File: src/rtl/ps2_entry_pkg.sv
// Shared scan codes, FSM state type and scan-code decoding for the PS/2
// numeric entry block.
package ps2_entry_pkg;

  localparam logic [7:0] SC_0     = 8'h45;
  localparam logic [7:0] SC_1     = 8'h16;
  localparam logic [7:0] SC_2     = 8'h1E;
  localparam logic [7:0] SC_3     = 8'h26;
  localparam logic [7:0] SC_4     = 8'h25;
  localparam logic [7:0] SC_5     = 8'h2E;
  localparam logic [7:0] SC_6     = 8'h36;
  localparam logic [7:0] SC_7     = 8'h3D;
  localparam logic [7:0] SC_8     = 8'h3E;
  localparam logic [7:0] SC_9     = 8'h46;
  localparam logic [7:0] SC_ENTER = 8'h5A;
  localparam logic [7:0] SC_BKSP  = 8'h66;
  localparam logic [7:0] SC_ESC   = 8'h76;
  localparam logic [7:0] SC_BREAK = 8'hF0;
  localparam logic [7:0] SC_EXT   = 8'hE0;

  typedef enum logic [1:0] {IDLE, ENTRY, COMMIT} state_t;

  typedef struct packed {
    logic       vld;
    logic [3:0] val;
  } digit_t;

  function automatic digit_t scan_to_digit(input logic [7:0] code);
    digit_t d;
    d.vld = 1'b1;
    case (code)
      SC_0:    d.val = 4'd0;
      SC_1:    d.val = 4'd1;
      SC_2:    d.val = 4'd2;
      SC_3:    d.val = 4'd3;
      SC_4:    d.val = 4'd4;
      SC_5:    d.val = 4'd5;
      SC_6:    d.val = 4'd6;
      SC_7:    d.val = 4'd7;
      SC_8:    d.val = 4'd8;
      SC_9:    d.val = 4'd9;
      default: begin
        d.vld = 1'b0;
        d.val = 4'd0;
      end
    endcase
    return d;
  endfunction

endpackage

File: src/rtl/ps2_make_filter.sv
// Registers incoming PS/2 bytes and passes on only make codes: the byte after
// F0 is swallowed as a break code and E0 prefixes are dropped on their own.
module ps2_make_filter
  import ps2_entry_pkg::*;
(
  input  logic       clk,
  input  logic       rst,
  input  logic [7:0] key_data,
  input  logic       key_pressed,
  output logic       make_strobe,
  output logic [7:0] make_code
);

  logic       brk_q, brk_d;
  logic       strobe_q, strobe_d;
  logic [7:0] code_q, code_d;

  always_comb begin
    brk_d    = brk_q;
    strobe_d = 1'b0;
    code_d   = code_q;
    if (key_pressed) begin
      if (key_data == SC_BREAK) begin
        brk_d = 1'b1;
      end else if (key_data == SC_EXT) begin
        brk_d = brk_q;
      end else if (brk_q) begin
        brk_d = 1'b0;
      end else begin
        strobe_d = 1'b1;
        code_d   = key_data;
      end
    end
  end

  // filter register stage
  always_ff @(posedge clk or posedge rst) begin
    if (rst) begin
      brk_q    <= 1'b0;
      strobe_q <= 1'b0;
      code_q   <= 8'h00;
    end else begin
      brk_q    <= brk_d;
      strobe_q <= strobe_d;
      code_q   <= code_d;
    end
  end

  assign make_strobe = strobe_q;
  assign make_code   = code_q;

endmodule

File: src/rtl/ps2_multi_param_entry.sv
// Multi-channel keyboard numeric entry: collects decimal digits from PS/2 make
// codes, clamps the result and stores it in the selected channel slot.
module ps2_multi_param_entry
  import ps2_entry_pkg::*;
#(
  parameter int NUM_CH      = 3,
  parameter int DIGITS      = 3,
  parameter int MAX_VAL     = 100,
  parameter int VAL_W       = 7,
  parameter int TIMEOUT_CYC = 50000000
) (
  input  logic                    clk,
  input  logic                    rst,
  input  logic [7:0]              ps2_key_data,
  input  logic                    ps2_key_pressed,
  input  logic [NUM_CH-1:0]       chan_on,
  input  logic [NUM_CH-1:0]       chan_set,
  output logic [NUM_CH-1:0]       active_ch,
  output logic                    busy,
  output logic [2:0]              digit_count,
  output logic [NUM_CH*VAL_W-1:0] chan_values,
  output logic                    commit_valid,
  output logic                    abort_pulse
);

  localparam int BW = 4 * DIGITS;
  localparam int AW = $clog2(10 ** DIGITS);
  localparam int TW = (TIMEOUT_CYC > 1) ? $clog2(TIMEOUT_CYC) : 1;
  localparam logic [TW-1:0] T_LAST = TW'((TIMEOUT_CYC > 0) ? TIMEOUT_CYC - 1 : 0);

  function automatic logic [AW-1:0] bcd_to_bin(input logic [BW-1:0] b);
    logic [AW-1:0] acc;
    acc = '0;
    for (int k = DIGITS - 1; k >= 0; k--) begin
      acc = acc * AW'(10) + AW'(b[4*k +: 4]);
    end
    return acc;
  endfunction

  function automatic logic [VAL_W-1:0] clamp_val(input logic [AW-1:0] v);
    if (32'(v) > 32'(MAX_VAL)) return VAL_W'(MAX_VAL);
    return VAL_W'(v);
  endfunction

  logic       make_strobe;
  logic [7:0] make_code;

  ps2_make_filter u_filter (
    .clk         (clk),
    .rst         (rst),
    .key_data    (ps2_key_data),
    .key_pressed (ps2_key_pressed),
    .make_strobe (make_strobe),
    .make_code   (make_code)
  );

  state_t                        state_q, state_d;
  logic [NUM_CH-1:0]             active_q, active_d;
  logic [BW-1:0]                 bcd_q, bcd_d;
  logic [2:0]                    cnt_q, cnt_d;
  logic [TW-1:0]                 tmr_q, tmr_d;
  logic [NUM_CH-1:0][VAL_W-1:0]  vals_q, vals_d;
  logic                          commit_q, commit_d;
  logic                          abort_q, abort_d;
  logic [NUM_CH-1:0]             sel;
  logic [VAL_W-1:0]              new_val;
  logic                          do_abort;
  digit_t                        dig;

  assign dig     = scan_to_digit(make_code);
  assign new_val = clamp_val(bcd_to_bin(bcd_q));

  always_comb begin
    state_d  = state_q;
    active_d = active_q;
    bcd_d    = bcd_q;
    cnt_d    = cnt_q;
    tmr_d    = tmr_q;
    vals_d   = vals_q;
    commit_d = 1'b0;
    abort_d  = 1'b0;
    do_abort = 1'b0;
    sel      = '0;
    // descending scan so the lowest requesting channel wins
    for (int i = NUM_CH - 1; i >= 0; i--) begin
      if (chan_set[i] && chan_on[i]) sel = NUM_CH'(1) << i;
    end
    case (state_q)
      IDLE: begin
        if (|sel) begin
          state_d  = ENTRY;
          active_d = sel;
          bcd_d    = '0;
          cnt_d    = 3'd0;
          tmr_d    = '0;
        end
      end
      ENTRY: begin
        if (!(|(chan_on & active_q))) begin
          do_abort = 1'b1;
        end else if (make_strobe) begin
          tmr_d = '0;
          if (dig.vld) begin
            if (cnt_q < 3'(DIGITS)) begin
              bcd_d = (bcd_q << 4) | BW'(dig.val);
              cnt_d = cnt_q + 3'd1;
            end
          end else if (make_code == SC_BKSP) begin
            if (cnt_q != 3'd0) begin
              bcd_d = bcd_q >> 4;
              cnt_d = cnt_q - 3'd1;
            end
          end else if (make_code == SC_ENTER) begin
            if (cnt_q != 3'd0) begin
              state_d  = COMMIT;
              commit_d = 1'b1;
              for (int i = 0; i < NUM_CH; i++) begin
                if (active_q[i]) vals_d[i] = new_val;
              end
            end
          end else if (make_code == SC_ESC) begin
            do_abort = 1'b1;
          end
        end else if (TIMEOUT_CYC != 0) begin
          if (tmr_q == T_LAST) do_abort = 1'b1;
          else                 tmr_d    = tmr_q + TW'(1);
        end
      end
      COMMIT: begin
        state_d  = IDLE;
        active_d = '0;
        bcd_d    = '0;
        cnt_d    = 3'd0;
      end
      default: state_d = IDLE;
    endcase
    if (do_abort) begin
      state_d  = IDLE;
      active_d = '0;
      bcd_d    = '0;
      cnt_d    = 3'd0;
      abort_d  = 1'b1;
    end
  end

  // control and value register stage
  always_ff @(posedge clk or posedge rst) begin
    if (rst) begin
      state_q  <= IDLE;
      active_q <= '0;
      bcd_q    <= '0;
      cnt_q    <= 3'd0;
      tmr_q    <= '0;
      vals_q   <= '0;
      commit_q <= 1'b0;
      abort_q  <= 1'b0;
    end else begin
      state_q  <= state_d;
      active_q <= active_d;
      bcd_q    <= bcd_d;
      cnt_q    <= cnt_d;
      tmr_q    <= tmr_d;
      vals_q   <= vals_d;
      commit_q <= commit_d;
      abort_q  <= abort_d;
    end
  end

  assign active_ch    = active_q;
  assign busy         = (state_q != IDLE);
  assign digit_count  = cnt_q;
  assign chan_values  = vals_q;
  assign commit_valid = commit_q;
  assign abort_pulse  = abort_q;

endmodule

File: config.mk
export PLATFORM = sky130hd
export DESIGN_NAME = ps2_multi_param_entry
export DESIGN_NICKNAME = d
export VERILOG_FILES = /design/src/rtl/ps2_entry_pkg.sv /design/src/rtl/ps2_make_filter.sv /design/src/rtl/ps2_multi_param_entry.sv
export SDC_FILE = /design/constraint.sdc
export NUM_CORES = 1
export LEC_CHECK = 0
export BUFFER_PORTS_ARGS = -buffer_cell sky130_fd_sc_hd__buf_2
export CORE_MARGIN = 4
export CORE_UTILIZATION = 25
export DETAILED_ROUTE_END_ITERATION = 7
export REMOVE_ABC_BUFFERS = 1
export SYNTH_ARGS = -nofsm -noshare
export SYNTH_HDL_FRONTEND = slang
export SYNTH_SLANG_ARGS = --single-unit
File: constraint.sdc
create_clock -name clk -period 4.5 [get_ports clk]
set_input_delay 1.35 -clock clk [delete_from_list [all_inputs] [get_ports clk]]
set_output_delay 1.35 -clock clk [all_outputs]
set_load 0.02 [all_outputs]
Yosys cells after proc, flatten, opt, wreduce, memory -nomap -nowiden. Cells that the tools add are included.

Output and inout bits: 30. Word-level logic and storage cells: 147. Register bits: 79.

Add/sub/neg operators: 5. Reductions and logical operators: 21. $lt $le $gt $ge: 2. Multiplexer cells: 65. Multipliers: 2. Equal/unequal tests: 32. Bitwise logic cells: 7.

Operators with widths (count): 2-to-1 mux 26 bit (4); 2-to-1 mux 12 bit (8); case mux 26 bit (2 select lines) (1); == test 8 x 6 -> 1 bit, second input constant (6); == test 8 x 7 -> 1 bit, second input constant (5); 2-to-1 mux 3 bit (13); case mux 12 bit (3 select lines) (1); case mux 4 bit (9 select lines) (1); adder 26 x 1 -> 26 bit, second input constant (1); == test 26 bit, second input constant (1); 2-to-1 mux 1 bit (24); AND reduction 8 bit (3); inequality test 3 bit, second input constant (6); == test 8 x 5 -> 1 bit, second input constant (2); == test 8 bit, second input constant (2); 2-to-1 mux 2 bit (8); 2-to-1 mux 7 bit (2); AND reduction 7 bit (2); inequality test 4 bit, second input constant (3); OR 12 x 4 -> 12 bit (1); adder 10 x 4 -> 10 bit (1); > comparator 10 x 7 -> 1 bit, second input constant (1); OR reduction 10 bit (1); adder 8 x 4 -> 9 bit (1); 23 further kinds (36).

Longest topological paths before layout.
Word-level depth: 10. Depth in mapped cells: 17. Gate-level depth less buffers: 16.

By module. A second synthesis with hierarchy kept.

Cells, all modules: 589. Area, all modules: 5321.4 µm².

Modules (own cells, without submodules): ps2_multi_param_entry (area an instance 4911.0 µm², times used 1, cells an instance 560); ps2_make_filter (area an instance 410.4 µm², times used 1, cells an instance 29).

Worst setup path after synthesis. Ideal clock, no wire load.

Kind: register to register. Start: register bcd_q[9]. End: register vals_q (netlist bit chan_values[10]). Period minus slack after synthesis: 4.010 ns. Slack: 0.490 ns. Cell stages (with the launch flop): 18. Arrival: 3.914 ns. Setup time: 0.096 ns. Path through: dfrtp_1 > ha_1 > ha_1 > fa_1 > o211ai_2 > nor2_1 > xnor2_1 > xnor2_1 > ha_1 > ha_1 > o21ai_0 > nor2_1 > or3_1 > mux2_2 > o2bb2ai_1 > nand3_1 > buf_6 > o31ai_1.

Longest elaborated chain between the ends: 7.

Ends and longest elaborated chain: from (decl) (line ps2_multi_param_entry.sv:59) `logic [BW-1:0] bcd_q, bcd_d;`; from (signal assigned) (line ps2_multi_param_entry.sv:151) `bcd_q <= '0;`; from (signal assigned) (line ps2_multi_param_entry.sv:160) `bcd_q <= bcd_d;`; multiplier 4 x 3 -> 7 bit * (line ps2_multi_param_entry.sv:35) `acc = acc * AW'(10) + AW'(b[4*k +: 4]);`; adder 8 x 4 -> 9 bit * (line ps2_multi_param_entry.sv:35); multiplier 9 x 3 -> 9 bit * (line ps2_multi_param_entry.sv:35); adder 10 x 4 -> 10 bit * (line ps2_multi_param_entry.sv:35); > comparator 10 x 7 -> 1 bit (line ps2_multi_param_entry.sv:41) `if (32'(v) > 32'(MAX_VAL)) return VAL_W'(MAX_VAL);`; 2-to-1 mux 1 bit (line ps2_multi_param_entry.sv:41); 2-to-1 mux 7 bit * (line ps2_multi_param_entry.sv:42) `return VAL_W'(v);`; to (signal assigned) (line ps2_multi_param_entry.sv:163) `vals_q <= vals_d;`; to (decl) (line ps2_multi_param_entry.sv:62) `logic [NUM_CH-1:0][VAL_W-1:0] vals_q, vals_d;`.

Every way passes the cells marked *; elsewhere a longest branch is shown, timed or not. A chain may end at the register's enable or synchronous reset.

Worst setup path in the final report.
Start: register bcd_q[9]. End: register vals_q (netlist bit chan_values[16]).

Longest elaborated chain between the ends: 7.

Ends and longest elaborated chain (line): multiplier 4 x 3 -> 7 bit (ps2_multi_param_entry.sv:35); adder 8 x 4 -> 9 bit (ps2_multi_param_entry.sv:35); multiplier 9 x 3 -> 9 bit (ps2_multi_param_entry.sv:35); adder 10 x 4 -> 10 bit (ps2_multi_param_entry.sv:35); > comparator 10 x 7 -> 1 bit (ps2_multi_param_entry.sv:41); 2-to-1 mux 1 bit (ps2_multi_param_entry.sv:41); 2-to-1 mux 7 bit (ps2_multi_param_entry.sv:42).

Every way passes these cells.

==> impl_metrics.env <==
export IMPL_r2r_cells=16
export IMPL_cp_startpoint="bcd_q[9]"
export IMPL_layout_cells_non_filler=813
export IMPL_endpoint_kind="flip-flop"
export IMPL_dieArea_sq_um=21500
export IMPL_synth_area_sq_um=4800
export IMPL_cp_cell_sequence="ha_1 > ha_1 > fa_2 > o211ai_2 > nor2_1 > xnor2_1 > xnor2_1 > ha_1 > ha_1 > nor2_1 > a21oi_1 > xor2_1 > and3_4 > xnor3_1 > and3_2 > a31oi_1"
export IMPL_nets=619
export IMPL_worstHoldStart="chan_values[3]"
export IMPL_period_share_pct=93.9
export IMPL_wire_per_inst_um=13.6
export IMPL_hp_class="reg2reg"
export IMPL_final_cell_mix="dfrtp_1 (79), nand2_1 (75), nor2_1 (56)"
export IMPL_ys_ff_latch=79
export IMPL_finalSetupViolations=0
export IMPL_cp_max_fo=9
export IMPL_antenna_found_initial=0
export IMPL_core_region_area_sq_um=18800
export IMPL_start_kind="flip-flop"
export IMPL_drc=0
export IMPL_reg2reg_to="chan_values[16]"
export IMPL_crit_buf_inv=0
export IMPL_grt_max_degree=58
export IMPL_hold_slack_ps=489
export IMPL_diodes=0
export IMPL_syn2layout_area_growth_pct=18.1
export IMPL_firstDrtPassIters=4
export IMPL_avgSynthCellArea_sq_um=9.09
export IMPL_crit_arrival_ps=4480
export IMPL_fillers=1990
export IMPL_dp_cells=795
export IMPL_cts_sinks=79
export IMPL_leakage_uw=0.00256
export IMPL_num_rows=50
export IMPL_max_freq_mhz=237
export IMPL_drtIter0Drc=206
export IMPL_max_slew_worst_pin_slew_ps=1010
export IMPL_ys_warn_count=0
export IMPL_rr_startpoint="bcd_q[9]"
export IMPL_ys_seq_area_share_pct=41.2
export IMPL_synthArstFlopShare_pct=100
export IMPL_track_usage_pct=10.4
export IMPL_cp_slowest_stage_delay_ps=580
export IMPL_chipHeight_um=147
export IMPL_root_buffer="clkbuf_16"
export IMPL_cp_top_family="adder cells"
export IMPL_cts_hold_buf=0
export IMPL_io_pins=47
export IMPL_outcome="complete, no violations"
export IMPL_clk_pin_slew_ps=60
export IMPL_ir_drop_mv=0.219
export IMPL_yosys_cell_types_count=65
export IMPL_synth_ff_type="dfrtp_1"
export IMPL_vias=3922
export IMPL_cts_tree="yes"
export IMPL_fin_skew_ps=4.71
export IMPL_dieWidth_um=147
export IMPL_drt_wl_total_mm=11.1
export IMPL_drive_above_1_share_pct=17.8
export IMPL_vias_per_cell=4.82
export IMPL_synthCells=528
export IMPL_slew_headroom_pct=33.0
export IMPL_initial_core_util_pct=25.6
export IMPL_grt_pass1_wl_mm=18.9
export IMPL_clock_path_buffers=2
export IMPL_maxCapViolations=0
export IMPL_final_common_cell="dfrtp_1"
export IMPL_crit_path_top_delay_cell="fa_2"
export IMPL_overflow=0
export IMPL_whs_path_depth=2
export IMPL_synth_edff_count=0
export IMPL_worst_skew_pair_late_latency_ps=330
export IMPL_cts_htree_levels=3
export IMPL_cts_buffers=9
export IMPL_power_density_nw_per_um2=346
export IMPL_period_minus_slack_ps=4220
export IMPL_rrSetupSlack_ps=280
export IMPL_hpwl_mm=8.38
export IMPL_portBuffers=46
export IMPL_critPathRequiredTime_ps=4750
export IMPL_critical_path_class="reg2reg"
export IMPL_finalHoldViolations=0
export IMPL_slew_violations=0
export IMPL_first_global_vias=3744
export IMPL_cpMostUsedCell="ha_1"
export IMPL_gp_congestion=0.766
export IMPL_postRouteAntennaNets=0
export IMPL_whs_endpoint="chan_values[3]"
-- power by group --
part           internal [uW]  switching [uW]
sequential               746            47.2
combinational            117             242
clock                    516             293
total                   1380             582
-- per-stage QoR --
| step | utilization (%) | total power [uW] | area (sq um) | setup WS, ps | TNS (ps) |
|---|---|---|---|---|---|
| after floorplan | - | 1050 | 4700 | 384 | 0 |
| after global placement | 28.1 | 1170 | 5270 | 295 | 0 |
| after detailed placement | 28.1 | 1170 | 5270 | 224 | 0 |
| after CTS | 29.8 | 1990 | 5600 | 207 | 0 |
| after global routing | 30.2 | 2060 | 5670 | -18.1 | -18.1 |
| final | 30.2 | 1960 | 5670 | 275 | 0 |
-- flip-flops by register name, indices dropped and copies added, names as in the netlist --
name,count
abort_pulse,1
digit_count,3
state_q,2
tmr_q,26
chan_values,21
commit_valid,1
u_filter.make_strobe,1
u_filter.brk_q,1
active_ch,3
u_filter.make_code,8
bcd_q,12
-- synthesized netlist by cell type (2+ instances only) --
cell type   n  area share (%)
and2_1      6            0.78
a31oi_1     9             1.2
o22ai_1     2            0.26
a211oi_1    3            0.47
buf_6       2            0.47
o21bai_1    3            0.47
nand4b_1    2            0.37
and2_0      2            0.26
xnor2_1    14             2.6
a211oi_2    3            0.78
nand2b_1   12             1.6
clkbuf_1    8            0.63
o41ai_1     2            0.37
mux2_2      9             2.1
nand2_1    75             5.9
inv_1      17             1.3
or2_2       4            0.52
nor2b_1     3            0.39
a32o_1      2            0.42
xor2_1     14             2.6
fa_1        5             2.1
a21o_1      4            0.63
nand3_1    18             1.9
o31ai_1    10             1.6
nand4_1     8             1.0
buf_2       7            0.73
nor2_1     56             4.4
nor4b_1     2            0.37
a22o_1      4            0.73
nor3_1     10             1.0
nor4_1      4            0.52
dfrtp_1    79              41
o21ai_0    42             4.4
ha_1       22             5.7
and3_1      8             1.0
nor3b_1     2            0.31
a21oi_1    21             2.2
o211ai_1    2            0.31
o32ai_1     2            0.37
mux2i_1     5             1.0
-- layout make-up --
cell class	count	area (sq um)	area share, %
tap	234	293	5.17
inverter	17	65.1	1.15
clock inverter	4	77.6	1.37
clock buffer	11	253	4.46
timing repair buffer	55	302	5.32
multi-input combinational	413	2700	47.6
sequential	79	1980	34.9
-- worst max-delay path by stage --
stage	to	cells past startpoint
after global placement	chan_values[20]	16
after detailed placement	chan_values[20]	16
after floorplan	chan_values[11]	16
after global routing	chan_values[2]	16
after CTS	chan_values[20]	16
final	chan_values[16]	16
-- worst register-to-register path: stages, from the launching register on --
cell and delay (ps):
dfrtp_1 410, ha_1 310, ha_1 230, fa_2 580, o211ai_2 120, nor2_1 150, xnor2_1 150, xnor2_1 140
ha_1 250, ha_1 330, nor2_1 50, a21oi_1 160, xor2_1 260, and3_4 250, xnor3_1 320, and3_2 260
a31oi_1 180
-- cells by family (layout without fill, tap and decap cells) --
kind of cell | count (synthesis) | in the layout | synth area share, %
buffers and inverters | 36 | 87 | 3.34
AOI/OAI and AO/OA | 122 | 122 | 16.7
xor gates and xnor gates | 29 | 29 | 5.58
and+or+nand+nor | 221 | 221 | 22.2
muxes | 14 | 14 | 3.16
DFF | 79 | 79 | 41.2
adders and majority gates | 27 | 27 | 7.82
-- per-layer routing --
| metal | GRT usage [%] | wire, um | vias to the layer above |
|---|---|---|---|
| met5 | 0 | 0 | - |
| met4 | 1.88 | 18 | 0 |
| met3 | 2.42 | 378 | 2 |
| met2 | 17.4 | 5370 | 62 |
| met1 | 14.1 | 5330 | 1886 |
| li1 | - | - | 1972 |
-- repair_timing --
action | 4_1_cts | 5_1_grt
setup endpoints to repair | 0 | 21
gates resized for setup | 0 | 11
setup buffers | 0 | 3
No activity file was read; power rests on OpenSTA's default activity.
